<file path="config.mk">
export PLATFORM = sky130hd
export DESIGN_NAME = matrix_mem_arbiter
export DESIGN_NICKNAME = d
export VERILOG_FILES = /design/src/rtl/matrix_mem_arbiter.sv
export SDC_FILE = /design/constraint.sdc
export NUM_CORES = 1
export LEC_CHECK = 0
export ABC_AREA = 1
export BUFFER_PORTS_ARGS = -buffer_cell sky130_fd_sc_hd__buf_2
export CORE_MARGIN = 2
export CORE_UTILIZATION = 38
export DETAILED_ROUTE_END_ITERATION = 8
export GPL_TIMING_DRIVEN = 1
export MAX_ROUTING_LAYER = met4
export PLACE_DENSITY = 0.88
export SYNTH_ARGS = -nofsm -noshare
export SYNTH_HDL_FRONTEND = slang
export SYNTH_SLANG_ARGS = --single-unit
</file>
<file path="constraint.sdc">
create_clock -name sys_clk_in -period 3.3 [get_ports sys_clk_in]
set_clock_uncertainty 0.1 [all_clocks]
set_input_delay 0.33 -clock sys_clk_in [delete_from_list [all_inputs] [get_ports sys_clk_in]]
set_output_delay 0.33 -clock sys_clk_in [all_outputs]
set_load 0.01 [all_outputs]
</file>
<file path="src/rtl/matrix_mem_arbiter.sv">
// matrix_mem_arbiter
// Shares the single-port matrix RAM (slots A, B, C, scratch) between the
// user port and matrix_alu. It arbitrates round-robin, translates
// slot/row/col into a RAM address, and registers the winning request into
// the RAM stage. Read data is tagged with the requester and returned
// two cycles after the transfer.
// Optional feature: define MATRIX_MEM_ARB_BOUNDS_CHECK_EN to suppress
// out-of-range accesses, return zero for them, and raise a sticky arb_err.
module matrix_mem_arbiter #(
    parameter int DATA_W    = 16,
    parameter int MAX_DIM   = 5,
    parameter int NUM_SLOTS = 4,
    parameter int SLOT_W    = 2,
    parameter int IDX_W     = 3,
    parameter int ADDR_W    = 7
) (
    input  logic              sys_clk_in,
    input  logic              sys_rst_n,
    input  logic              usr_req,
    input  logic              usr_we,
    input  logic [SLOT_W-1:0] usr_slot,
    input  logic [IDX_W-1:0]  usr_row,
    input  logic [IDX_W-1:0]  usr_col,
    input  logic [DATA_W-1:0] usr_wdata,
    output logic              usr_gnt,
    output logic              usr_rd_valid,
    output logic [DATA_W-1:0] usr_rd_data,
    input  logic              alu_req,
    input  logic              alu_we,
    input  logic [SLOT_W-1:0] alu_slot,
    input  logic [IDX_W-1:0]  alu_row,
    input  logic [IDX_W-1:0]  alu_col,
    input  logic [DATA_W-1:0] alu_wdata,
    output logic              alu_gnt,
    output logic              alu_rd_valid,
    output logic [DATA_W-1:0] alu_rd_data,
    output logic              mem_en,
    output logic              mem_we,
    output logic [ADDR_W-1:0] mem_addr,
    output logic [DATA_W-1:0] mem_wdata,
    input  logic [DATA_W-1:0] mem_rdata,
    output logic              arb_err
);

    // Address arithmetic is carried two bits wider than the RAM address so
    // the sum cannot wrap before the final truncation.
    localparam int AW2 = ADDR_W + 2;

    localparam logic OWNER_USR = 1'b0;
    localparam logic OWNER_ALU = 1'b1;

    // Linear RAM address of a matrix element, truncated to ADDR_W bits.
    function automatic logic [ADDR_W-1:0] calc_addr(
        input logic [SLOT_W-1:0] slot,
        input logic [IDX_W-1:0]  row,
        input logic [IDX_W-1:0]  col
    );
        return ADDR_W'(AW2'(slot) * AW2'(MAX_DIM * MAX_DIM)
                     + AW2'(row) * AW2'(MAX_DIM)
                     + AW2'(col));
    endfunction

`ifdef MATRIX_MEM_ARB_BOUNDS_CHECK_EN
    // True when any coordinate lies outside the matrix store.
    function automatic logic out_of_range(
        input logic [SLOT_W-1:0] slot,
        input logic [IDX_W-1:0]  row,
        input logic [IDX_W-1:0]  col
    );
        return (int'(row) >= MAX_DIM) || (int'(col) >= MAX_DIM)
            || (int'(slot) >= NUM_SLOTS);
    endfunction
`endif

    logic              last_owner_r;
    logic              usr_gnt_s;
    logic              alu_gnt_s;
    logic              xfer_s;
    logic              win_owner_s;
    logic              win_we_s;
    logic [SLOT_W-1:0] win_slot_s;
    logic [IDX_W-1:0]  win_row_s;
    logic [IDX_W-1:0]  win_col_s;
    logic [DATA_W-1:0] win_wdata_s;
    logic [ADDR_W-1:0] win_addr_s;
    logic              oob_s;

    logic              mem_en_r;
    logic              mem_we_r;
    logic [ADDR_W-1:0] mem_addr_r;
    logic [DATA_W-1:0] mem_wdata_r;
    logic              s1_rd_r;
    logic              s1_owner_r;
    logic              s1_zero_r;

    logic              usr_rd_valid_r;
    logic              alu_rd_valid_r;
    logic              s2_zero_r;
    logic [DATA_W-1:0] usr_rd_data_s;
    logic [DATA_W-1:0] alu_rd_data_s;

    // Grant decision: a lone requester wins; on conflict the side not
    // granted last time wins. Nothing is granted while reset is asserted.
    always_comb begin
        usr_gnt_s = 1'b0;
        alu_gnt_s = 1'b0;
        if (!sys_rst_n) begin
            usr_gnt_s = 1'b0;
            alu_gnt_s = 1'b0;
        end else begin
            case ({usr_req, alu_req})
                2'b10: usr_gnt_s = 1'b1;
                2'b01: alu_gnt_s = 1'b1;
                2'b11: begin
                    if (last_owner_r == OWNER_ALU) begin
                        usr_gnt_s = 1'b1;
                    end else begin
                        alu_gnt_s = 1'b1;
                    end
                end
                default: begin
                    usr_gnt_s = 1'b0;
                    alu_gnt_s = 1'b0;
                end
            endcase
        end
    end

    // Select the fields of the granted requester.
    always_comb begin
        xfer_s      = usr_gnt_s | alu_gnt_s;
        win_owner_s = OWNER_USR;
        win_we_s    = 1'b0;
        win_slot_s  = {SLOT_W{1'b0}};
        win_row_s   = {IDX_W{1'b0}};
        win_col_s   = {IDX_W{1'b0}};
        win_wdata_s = {DATA_W{1'b0}};
        if (usr_gnt_s) begin
            win_owner_s = OWNER_USR;
            win_we_s    = usr_we;
            win_slot_s  = usr_slot;
            win_row_s   = usr_row;
            win_col_s   = usr_col;
            win_wdata_s = usr_wdata;
        end else if (alu_gnt_s) begin
            win_owner_s = OWNER_ALU;
            win_we_s    = alu_we;
            win_slot_s  = alu_slot;
            win_row_s   = alu_row;
            win_col_s   = alu_col;
            win_wdata_s = alu_wdata;
        end else begin
            win_owner_s = OWNER_USR;
        end
    end

    // Translate the winner's coordinates into a RAM address.
    always_comb begin
        win_addr_s = calc_addr(win_slot_s, win_row_s, win_col_s);
    end

`ifdef MATRIX_MEM_ARB_BOUNDS_CHECK_EN
    assign oob_s = xfer_s & out_of_range(win_slot_s, win_row_s, win_col_s);
`else
    assign oob_s = 1'b0;
`endif

    // Request stage: register the winner into the RAM strobe and start the
    // owner/read tag pipeline; remember who was granted for round-robin.
    always_ff @(posedge sys_clk_in or negedge sys_rst_n) begin
        if (!sys_rst_n) begin
            mem_en_r     <= 1'b0;
            mem_we_r     <= 1'b0;
            mem_addr_r   <= {ADDR_W{1'b0}};
            mem_wdata_r  <= {DATA_W{1'b0}};
            s1_rd_r      <= 1'b0;
            s1_owner_r   <= OWNER_USR;
            s1_zero_r    <= 1'b0;
            last_owner_r <= OWNER_ALU;
        end else begin
            mem_en_r   <= xfer_s & ~oob_s;
            mem_we_r   <= xfer_s & ~oob_s & win_we_s;
            if (xfer_s && !oob_s) begin
                mem_addr_r  <= win_addr_s;
                mem_wdata_r <= win_wdata_s;
            end else begin
                mem_addr_r  <= {ADDR_W{1'b0}};
                mem_wdata_r <= {DATA_W{1'b0}};
            end
            s1_rd_r    <= xfer_s & ~win_we_s;
            s1_owner_r <= win_owner_s;
            s1_zero_r  <= oob_s;
            if (xfer_s) begin
                last_owner_r <= win_owner_s;
            end else begin
                last_owner_r <= last_owner_r;
            end
        end
    end

    // Return stage: the RAM answers one cycle after the strobe, so the tag
    // is advanced once more to mark which side owns the returning data.
    always_ff @(posedge sys_clk_in or negedge sys_rst_n) begin
        if (!sys_rst_n) begin
            usr_rd_valid_r <= 1'b0;
            alu_rd_valid_r <= 1'b0;
            s2_zero_r      <= 1'b0;
        end else begin
            usr_rd_valid_r <= s1_rd_r & (s1_owner_r == OWNER_USR);
            alu_rd_valid_r <= s1_rd_r & (s1_owner_r == OWNER_ALU);
            s2_zero_r      <= s1_zero_r;
        end
    end

    // Route RAM data to the owning side; idle or suppressed reads show 0.
    always_comb begin
        usr_rd_data_s = {DATA_W{1'b0}};
        alu_rd_data_s = {DATA_W{1'b0}};
        if (usr_rd_valid_r && !s2_zero_r) begin
            usr_rd_data_s = mem_rdata;
        end else begin
            usr_rd_data_s = {DATA_W{1'b0}};
        end
        if (alu_rd_valid_r && !s2_zero_r) begin
            alu_rd_data_s = mem_rdata;
        end else begin
            alu_rd_data_s = {DATA_W{1'b0}};
        end
    end

`ifdef MATRIX_MEM_ARB_BOUNDS_CHECK_EN
    logic arb_err_r;

    // Sticky error flag: set by any out-of-range transfer, cleared only by reset.
    always_ff @(posedge sys_clk_in or negedge sys_rst_n) begin
        if (!sys_rst_n) begin
            arb_err_r <= 1'b0;
        end else if (oob_s) begin
            arb_err_r <= 1'b1;
        end else begin
            arb_err_r <= arb_err_r;
        end
    end

    assign arb_err = arb_err_r;
`else
    assign arb_err = 1'b0;
`endif

    assign usr_gnt      = usr_gnt_s;
    assign alu_gnt      = alu_gnt_s;
    assign mem_en       = mem_en_r;
    assign mem_we       = mem_we_r;
    assign mem_addr     = mem_addr_r;
    assign mem_wdata    = mem_wdata_r;
    assign usr_rd_valid = usr_rd_valid_r;
    assign alu_rd_valid = alu_rd_valid_r;
    assign usr_rd_data  = usr_rd_data_s;
    assign alu_rd_data  = alu_rd_data_s;

endmodule

</file>
==> flow_summary_export.csv, run 1 <==
group,metric,value,unit
drt,remaining_drc_errors,0,
sta,fmax,313,MHz
placed_design,io_buffers,130,
sta,rsz0062_at_grt,"true",
die,num_rows,25,
die,initial_core_util,40.0,%
drt,vias_per_cell,4.46,
drt,drt_first_pass_iters,4,
placed_design,place.gp.congestion,0.847,
sta,fin_crit,3.19,ns
finish,final_cells,428,
outcome,status,"completed",
clocking,cts.clk_slew.worst_paths,0.07,ns
power,power,1.04,mW
synth,synth_warnings,0,
finish,final_layout_size_suffix_gt1_share,49.3,%
worst_setup_path,cp-startpoint,"last_owner_r$_DFFE_PN1P_",
finish,final_cell_area,2790,um2
power,power.density,371,nW/um2
worst_setup_path,crit_path_max_fanout,5,
worst_hold_path,min_path_type,"primary input to flop",
power,power.leakage,1.92,nW
worst_setup_path,start_kind,"flop",
global_routing,grt_max_degree,24,
synth,synth_fp_nets,314,
worst_setup_path,cp.required,3.42,ns
synth,ys_seq_area_share,39.3,%
sta,hold_violations,0,
placed_design,placed_area,2630,um2
drt,drt-wirelength-per-cell,11.5,um
drt,vias,1909,
clocking,h-tree-depth,2,
power,peakVddDrop,0.271,mV
synth,yosysUniqueCellTypes,27,
worst_setup_path,critical_path_class,"flop to flop",
clocking,cts_made_buffers,5,
global_routing,first_global_vias,1727,
worst_setup_path,r2r-start,"last_owner_r$_DFFE_PN1P_",
sta,period_share,96.8,%
die,coreArea,4790,um2
sta,holdWs,0.161,ns
worst_setup_path,crit_arrival,3.32,ns
finish,final_util,58.4,%
clocking,cts_root_buf,"clkbuf_8",
synth,synth_area,1920,um2
clocking,cts_sinks,30,
global_routing,grt_pass1_wl,7.08,mm
synth,syn-instance-count,225,
synth,synth_area_per_cell,8.51,um2
finish,final_common_cell,"buf_2",
worst_hold_path,hp-start,"alu_wdata[1]",
clocking,cts_buffer_depth,2,
clocking,clk_latency,0.29,ns
global_routing,grt_overflow_total,0,
drt,first_iter_violations,21,
placed_design,dp.cells,419,
die,die-height,75,um
finish,final_nets,449,
die,die_w,75,um
synth,ys_ff_latch,30,
sta,setup_viol,0,
sta,finalMaxSlewViolations,0,
worst_setup_path,cp-end-kind,"flop",
finish,insertedDiodeCount,0,
run,max_cap_viol_count,0,
drt,drt-total-wl,4.93,mm
global_routing,track_usage,17.5,%
die,die_area,5630,um2
drt,drtAntennaViolNets,0,
global_routing,antenna_found_initial,0,
placed_design,place_hpwl,4.02,mm
finish,syn_to_final_growth,45.9,%
clocking,cts_tree,"yes",
finish,most-common-layout-cells,"buf_2, inv_1, nand2_1",
die,ioPinCount,132,
==> metal layers <==
| layer | vias to the layer above | track usage [%] | share of wire, % |
|---|---|---|---|
| li1 | 948 | - | - |
| met1 | 842 | 18.1 | 39 |
| met2 | 110 | 31.5 | 50 |
| met3 | 9 | 3.88 | 10 |
| met4 | 0 | 7.54 | 1.7 |
| met5 | - | - | 0 |
==> cell type report <==
cell class              instances  area (um2)
clock inverters                 1        5.00
fillers                       426        1990
clock buffers                   7        86.3
well taps                      67        83.8
flip-flops and latches         30         752
multi-input cells             121         902
inverters                      65         251
repair buffers                137         713
==> cell families after synthesis <==
kind of cell	share of synthesized area [%]
AOI/OAI and AO/OA	12.1
DFF	39.3
other	0.196
buffers and inverters	16.8
adders and majority gates	14.0
and+or+nand+nor	17.6
==> path summary, 6_finish.rpt <==
path | cells past startpoint | slack (ns) | to
max | 19 | 0.11 | mem_addr[6]$_DFF_PN0_
min | 2 | 0.16 | mem_wdata[1]$_DFF_PN0_
max reg2reg | 19 | 0.11 | mem_addr[6]$_DFF_PN0_
min reg2reg | 1 | 0.34 | usr_rd_valid$_DFF_PN0_
max in group asynchronous | 3 | 2.32 | last_owner_r$_DFFE_PN1P_
min in group asynchronous | 3 | 0.43 | mem_addr[6]$_DFF_PN0_
==> state kept, by name, indices dropped and copies added, names as in the netlist <==
signal        cells
mem_wdata        16
mem_addr          7
alu_rd_valid      1
last_owner_r      1
mem_en            1
mem_we            1
s1_owner_r        1
s1_rd_r           1
usr_rd_valid      1
==> cells in the mapped netlist <==
master,n,area [um2]
nand2_4,4,45.0
ha_1,15,188
a22o_1,19,166
dfstp_2,1,26.3
nand2_2,5,31.3
inv_2,4,15.0
nand2_1,44,165
a21oi_1,4,20.0
inv_1,59,221
buf_2,2,10.0
a22o_2,3,30.0
o21ai_1,1,5.00
dfrtp_1,29,726
inv_4,1,6.26
nand3_1,8,40.0
conb_1,1,3.75
o22ai_1,1,6.26
inv_6,1,8.76
buf_4,1,7.51
fa_1,4,80.1
nor3b_1,1,7.51
nor2_1,7,26.3
nand3_2,1,10.0
clkbuf_1,2,7.51
o21ai_0,1,5.00
nor2_2,2,12.5
buf_6,4,45.0
==> stage by stage <==
stage	TNS, ns	setup slack [ns]
finish	0	0.107
global route	-0.0631	-0.0631
CTS	0	0.000932
detailed placement	-0.0516	-0.0516
global placement	0	0.0537
floorplan	0	0.0575
==> power breakdown <==
group	internal, mW	leakage, nW	switching (mW)	total, mW
registers	0.404	0.393	0.0180	0.422
logic	0.140	1.48	0.170	0.310
clock network	0.168	0.0482	0.136	0.304
==> critical path, stage by stage (launching register included) <==
cell and delay [ns]:
dfstp_2 0.57, nand2_4 0.07, nand2_4 0.08, inv_4 0.05, a22o_4 0.23, ha_4 0.22
ha_4 0.26, inv_2 0.03, fa_1 0.42, inv_1 0.07, ha_2 0.18, inv_2 0.04
fa_2 0.37, inv_2 0.06, nand2_1 0.04, nand2_1 0.08, a21oi_2 0.06, nand3_1 0.06
nand2_1 0.05, nor2_1 0.09
==> repair_timing <==
action / 4_1_cts / 5_1_grt
pin swaps: 1 / 12
hold endpoints to repair: 29 / 0
hold buffers: 1 / 0
endpoints found under the setup margin: 1 / 2
setup buffers: 0 / 0
gates resized for setup: 5 / 12
No activity file was read; power rests on OpenSTA's default activity.
==> run 2: changes to the inputs <==
- RECOVER_POWER: unset -> 25
==> flow_summary_export.csv, run 2 (synthesized netlist as in run 1, its figures left out) <==
group,metric,value,unit
drt,first_iter_violations,21,
global_routing,antenna_found_initial,0,
clocking,cts.clk_slew.worst_paths,0.07,ns
clocking,h-tree-depth,2,
worst_setup_path,cp-end-kind,"flop",
run,max_cap_viol_count,0,
power,peakVddDrop,0.271,mV
finish,insertedDiodeCount,0,
worst_setup_path,critical_path_class,"flop to flop",
finish,final_layout_size_suffix_gt1_share,48.8,%
sta,fin_crit,3.19,ns
sta,hold_violations,0,
drt,remaining_drc_errors,0,
finish,largest_reg_flops,16,
worst_hold_path,min_path_cells,2,
sta,worstMarginPinSlew,1.23,ns
clocking,cts_made_buffers,5,
sta,rsz0062_at_grt,"true",
drt,drt_first_pass_iters,4,
die,initial_core_util,40.0,%
placed_design,place.gp.congestion,0.847,
sta,fin_setup_tns,0,ns
worst_setup_path,start_kind,"flop",
worst_hold_path,hp-start,"alu_wdata[1]",
drt,drtAntennaViolNets,0,
finish,final_nets,449,
drt,vias_per_cell,4.45,
sta,fmax,313,MHz
die,die_w,75,um
finish,multiInputGateArea,902,um2
worst_setup_path,crit_path_max_fanout,5,
finish,final_cell_area,2790,um2
die,die-height,75,um
placed_design,io_buffers,130,
finish,final_util,58.2,%
sta,period_share,96.8,%
sta,setup_viol,0,
clocking,cts_root_buf,"clkbuf_8",
finish,syn_to_final_growth,45.5,%
worst_setup_path,slowest_delay,0.57,ns
global_routing,first_global_vias,1727,
worst_setup_path,cp.required,3.42,ns
global_routing,grt_pass1_wl,7.08,mm
worst_setup_path,cp_slowest_cell,"dfstp_2",
clocking,clk_latency,0.29,ns
worst_setup_path,worstRegToRegCells,19,
drt,drt-wirelength-per-cell,11.5,um
drt,vias,1906,
worst_hold_path,min_path_type,"primary input to flop",
placed_design,place_hpwl,4.02,mm
worst_hold_path,hold_path_end,"mem_wdata[1]$_DFF_PN0_",
finish,n_fill_cell,428,
sta,finalMaxSlewViolations,0,
worst_setup_path,r2r-start,"last_owner_r$_DFFE_PN1P_",
worst_setup_path,r2r_end,"mem_addr[6]$_DFF_PN0_",
drt,drt-total-wl,4.92,mm
worst_setup_path,cp_cell_sequence,"nand2_4, nand2_4, inv_4, a22o_4, ha_4, ha_4, inv_2, fa_1, inv_1, ha_2, inv_2, fa_2, inv_2, nand2_1, nand2_1, a21oi_2, nand3_1, nand2_1, nor2_1",
outcome,status,"completed",
placed_design,placed_area,2630,um2
power,power.leakage,1.91,nW
global_routing,grt_max_degree,24,
worst_setup_path,r2r_setup_slack,0.11,ns
finish,most-common-layout-cells,"buf_2, inv_1, nand2_1",
sta,holdWs,0.161,ns
worst_setup_path,crit_arrival,3.32,ns
clocking,cts_buffer_depth,2,
global_routing,track_usage,17.5,%
finish,final_common_cell,"buf_2",
sta,slew_headroom,17.8,%
clocking,cts_sinks,30,
die,num_rows,25,
die,die_area,5630,um2
clocking,cts_tree,"yes",
power,power.density,371,nW/um2
die,coreArea,4790,um2
die,ioPinCount,132,
global_routing,grt_overflow_total,0,
finish,seq_area,752,um2
[run 2: changes by cell type in the layout (fill, tap and decap cells not counted)]
cell      change
buf_4         -2
clkbuf_1      +2
[run 2: layout make-up]
type	instances	share of cell area, %
clock buffer	7	3.10
sequential	30	27.0
clock inverter	1	0.180
tap	67	3.01
multi-input combinational	121	32.4
timing repair buffer	137	25.3
inverter	65	9.03
[run 2: how the worst max path moves through the flow]
stage,from,endpoint,slack (ns)
floorplan,last_owner_r$_DFFE_PN1P_,mem_addr[6]$_DFF_PN0_,0.06
global placement,last_owner_r$_DFFE_PN1P_,mem_addr[6]$_DFF_PN0_,0.05
detailed placement,last_owner_r$_DFFE_PN1P_,mem_addr[6]$_DFF_PN0_,-0.05
CTS,last_owner_r$_DFFE_PN1P_,mem_addr[6]$_DFF_PN0_,0.0009
global route,last_owner_r$_DFFE_PN1P_,mem_addr[6]$_DFF_PN0_,-0.06
finish,last_owner_r$_DFFE_PN1P_,mem_addr[6]$_DFF_PN0_,0.11
[run 2: power by group]
| part | leakage [nW] | switching (mW) | internal, mW |
|---|---|---|---|
| combinational | 1.47 | 0.170 | 0.139 |
| clock | 0.0482 | 0.135 | 0.168 |
| sequential | 0.393 | 0.0180 | 0.404 |
| total | 1.91 | 0.323 | 0.711 |
[run 2: metal layers]
| layer | vias up | GRT usage [%] | routed length [um] |
|---|---|---|---|
| met1 | 843 | 18.1 | 1910 |
| met4 | 0 | 7.54 | 85 |
| met2 | 106 | 31.5 | 2440 |
| met3 | 9 | 3.88 | 486 |
| li1 | 948 | - | - |
| met5 | - | - | 0 |
[run 2: timing repair]
item,in CTS,in global routing
hold buffers,1,0
pin swaps,1,12
endpoints found under the setup margin,1,2
buffers inserted,0,0
hold endpoints to repair,29,0
resized for setup,5,12
[run 2: worst max-delay path: cells and delay by family (launching register included)]
kind,cells,cell delay [ns]
adder cells (fa/ha/maj),5,1.45
AO/OA/AOI/OAI,2,0.29
flip-flops,1,0.57
AND/OR/NAND/NOR,7,0.47
buffers and inverters,5,0.25
[run 2: per-stage QoR]
| step | cells | setup WS (ns) | power [mW] |
|---|---|---|---|
| floorplan | 225 | 0.0575 | 0.594 |
| global placement | 419 | 0.0537 | 0.713 |
| detailed placement | 419 | -0.0516 | 0.724 |
| CTS | 428 | 0.000932 | 1.04 |
| global route | 428 | -0.0631 | 1.10 |
| finish | 428 | 0.107 | 1.03 |
==> run 3: changes to the inputs <==
- PLACE_DENSITY: 0.88 -> 0.86
==> flow_summary_export.csv, run 3 (synthesized netlist as in run 1, its figures left out) <==
group,metric,value,unit
sta,setup_ws,0.0595,ns
worst_setup_path,cp.required,3.42,ns
die,die-height,75,um
sta,finalMaxSlewViolations,0,
clocking,cts_sinks,30,
clocking,clk_latency,0.28,ns
worst_setup_path,critical_path_class,"flop to flop",
sta,slew_headroom,25.6,%
finish,final_common_cell,"buf_2",
clocking,h-tree-depth,2,
placed_design,preCtsSetupSlack,-0.0869,ns
finish,final_cells,432,
die,ioPinCount,132,
global_routing,antenna_found_initial,0,
worst_setup_path,r2r_setup_slack,0.06,ns
drt,drt-wirelength-per-cell,11.5,um
global_routing,track_usage,16.6,%
sta,holdWs,0.161,ns
sta,period_share,98.2,%
drt,drtAntennaViolNets,0,
finish,final_util,58.8,%
clocking,cts_root_buf,"clkbuf_8",
global_routing,grt_pass1_wl,6.79,mm
sta,worstMarginPinSlew,1.12,ns
sta,hold_violations,0,
run,max_cap_viol_count,0,
die,die_area,5630,um2
worst_setup_path,start_kind,"flop",
placed_design,place.gp.congestion,0.855,
worst_hold_path,hp-start,"alu_wdata[13]",
finish,syn_to_final_growth,46.8,%
drt,vias,1952,
sta,fmax,309,MHz
global_routing,grt_overflow_total,0,
worst_hold_path,min_path_cells,2,
worst_setup_path,worstRegToRegCells,19,
placed_design,io_buffers,130,
die,initial_core_util,40.0,%
finish,most-common-layout-cells,"buf_2, inv_1, nand2_1",
finish,final_layout_size_suffix_gt1_share,48.8,%
clocking,cts_buffer_depth,2,
drt,first_iter_violations,19,
clocking,cts_tree,"yes",
worst_setup_path,cp-end-kind,"flop",
power,power,1.03,mW
clocking,cts_made_buffers,5,
finish,final_nets,453,
drt,drt_first_pass_iters,4,
die,num_rows,25,
power,peakVddDrop,0.191,mV
worst_setup_path,crit_arrival,3.36,ns
power,power.leakage,1.93,nW
sta,setup_viol,0,
placed_design,place_hpwl,4.06,mm
placed_design,dp.cells,419,
power,power.density,368,nW/um2
worst_hold_path,min_path_type,"primary input to flop",
sta,fin_crit,3.24,ns
finish,insertedDiodeCount,0,
drt,remaining_drc_errors,0,
drt,drt-total-wl,4.99,mm
global_routing,grt_max_degree,22,
clocking,cts.clk_slew.worst_paths,0.07,ns
die,die_w,75,um
worst_setup_path,r2r-start,"last_owner_r$_DFFE_PN1P_",
sta,rsz0062_at_grt,"true",
worst_setup_path,crit_path_max_fanout,5,
die,coreArea,4790,um2
finish,n_fill_cell,427,
worst_hold_path,hold_path_end,"mem_wdata[13]$_DFF_PN0_",
outcome,status,"completed",
finish,largest_reg_flops,16,
worst_setup_path,r2r_end,"mem_addr[6]$_DFF_PN0_",
global_routing,first_global_vias,1679,
drt,vias_per_cell,4.52,
==> run 3: cell count changes in the layout (fill, tap and decap cells not counted) <==
cell	delta
buf_4	+5
buf_6	-1
inv_1	+2
inv_2	-2
==> run 3: routing by layer <==
layer,global-route usage (%),part of all wire [%]
met5,-,0
met4,5.75,1.4
met3,4.15,9.9
met2,30.0,50
met1,17.5,38
==> run 3: layout make-up <==
class | count | area [um2] | share of cell area, %
Multi-Input combinational cell | 121 | 902 | 32.1
Sequential cell | 30 | 752 | 26.7
Timing Repair Buffer | 141 | 732 | 26.0
Inverter | 65 | 251 | 8.94
Clock buffer | 7 | 86.3 | 3.07
Tap cell | 67 | 83.8 | 2.98
Clock inverter | 1 | 5.00 | 0.178
==> run 3: stage by stage <==
step,setup TNS [ns],area [um2]
CTS,0,2740
finish,0,2810
floorplan,0,1920
global route,-0.106,2810
detailed placement,-0.0869,2630
global placement,0,2630
==> run 3: how the worst max path moves through the flow <==
| stage | slack (ns) | start | endpoint | cells after the start |
|---|---|---|---|---|
| finish | 0.06 | last_owner_r$_DFFE_PN1P_ | mem_addr[6]$_DFF_PN0_ | 19 |
| global route | -0.07 | last_owner_r$_DFFE_PN1P_ | mem_addr[6]$_DFF_PN0_ | 19 |
| detailed placement | -0.09 | last_owner_r$_DFFE_PN1P_ | mem_addr[6]$_DFF_PN0_ | 18 |
| global placement | 0.06 | last_owner_r$_DFFE_PN1P_ | mem_addr[6]$_DFF_PN0_ | 18 |
| CTS | 0.01 | last_owner_r$_DFFE_PN1P_ | mem_addr[6]$_DFF_PN0_ | 18 |
| floorplan | 0.06 | last_owner_r$_DFFE_PN1P_ | mem_addr[6]$_DFF_PN0_ | 19 |
==> run 3: repair_timing <==
action,CTS,global route
buffers inserted,0,4
hold endpoints to repair,29,0
pin swaps,2,15
gates resized for setup,5,9
hold buffers,1,0
setup endpoints to repair,1,2
==> run 3: critical path, cell delays in order (launching register included) <==
cell     delay, ns
dfstp_2       0.56
nand2_4       0.08
nand2_4       0.08
inv_4         0.05
a22o_1        0.18
ha_1          0.29
ha_1          0.29
inv_1         0.06
fa_2          0.36
inv_1         0.07
ha_2          0.18
inv_2         0.04
fa_2          0.38
inv_2         0.06
nand2_1       0.04
nand2_1       0.07
a21oi_2       0.06
nand3_1       0.07
nand2_1       0.05
nor2_1        0.09
==> run 3: power breakdown <==
part           internal (mW)  switching, mW
logic                  0.142          0.173
registers              0.404         0.0184
clock network          0.168          0.129
total                  0.714          0.320
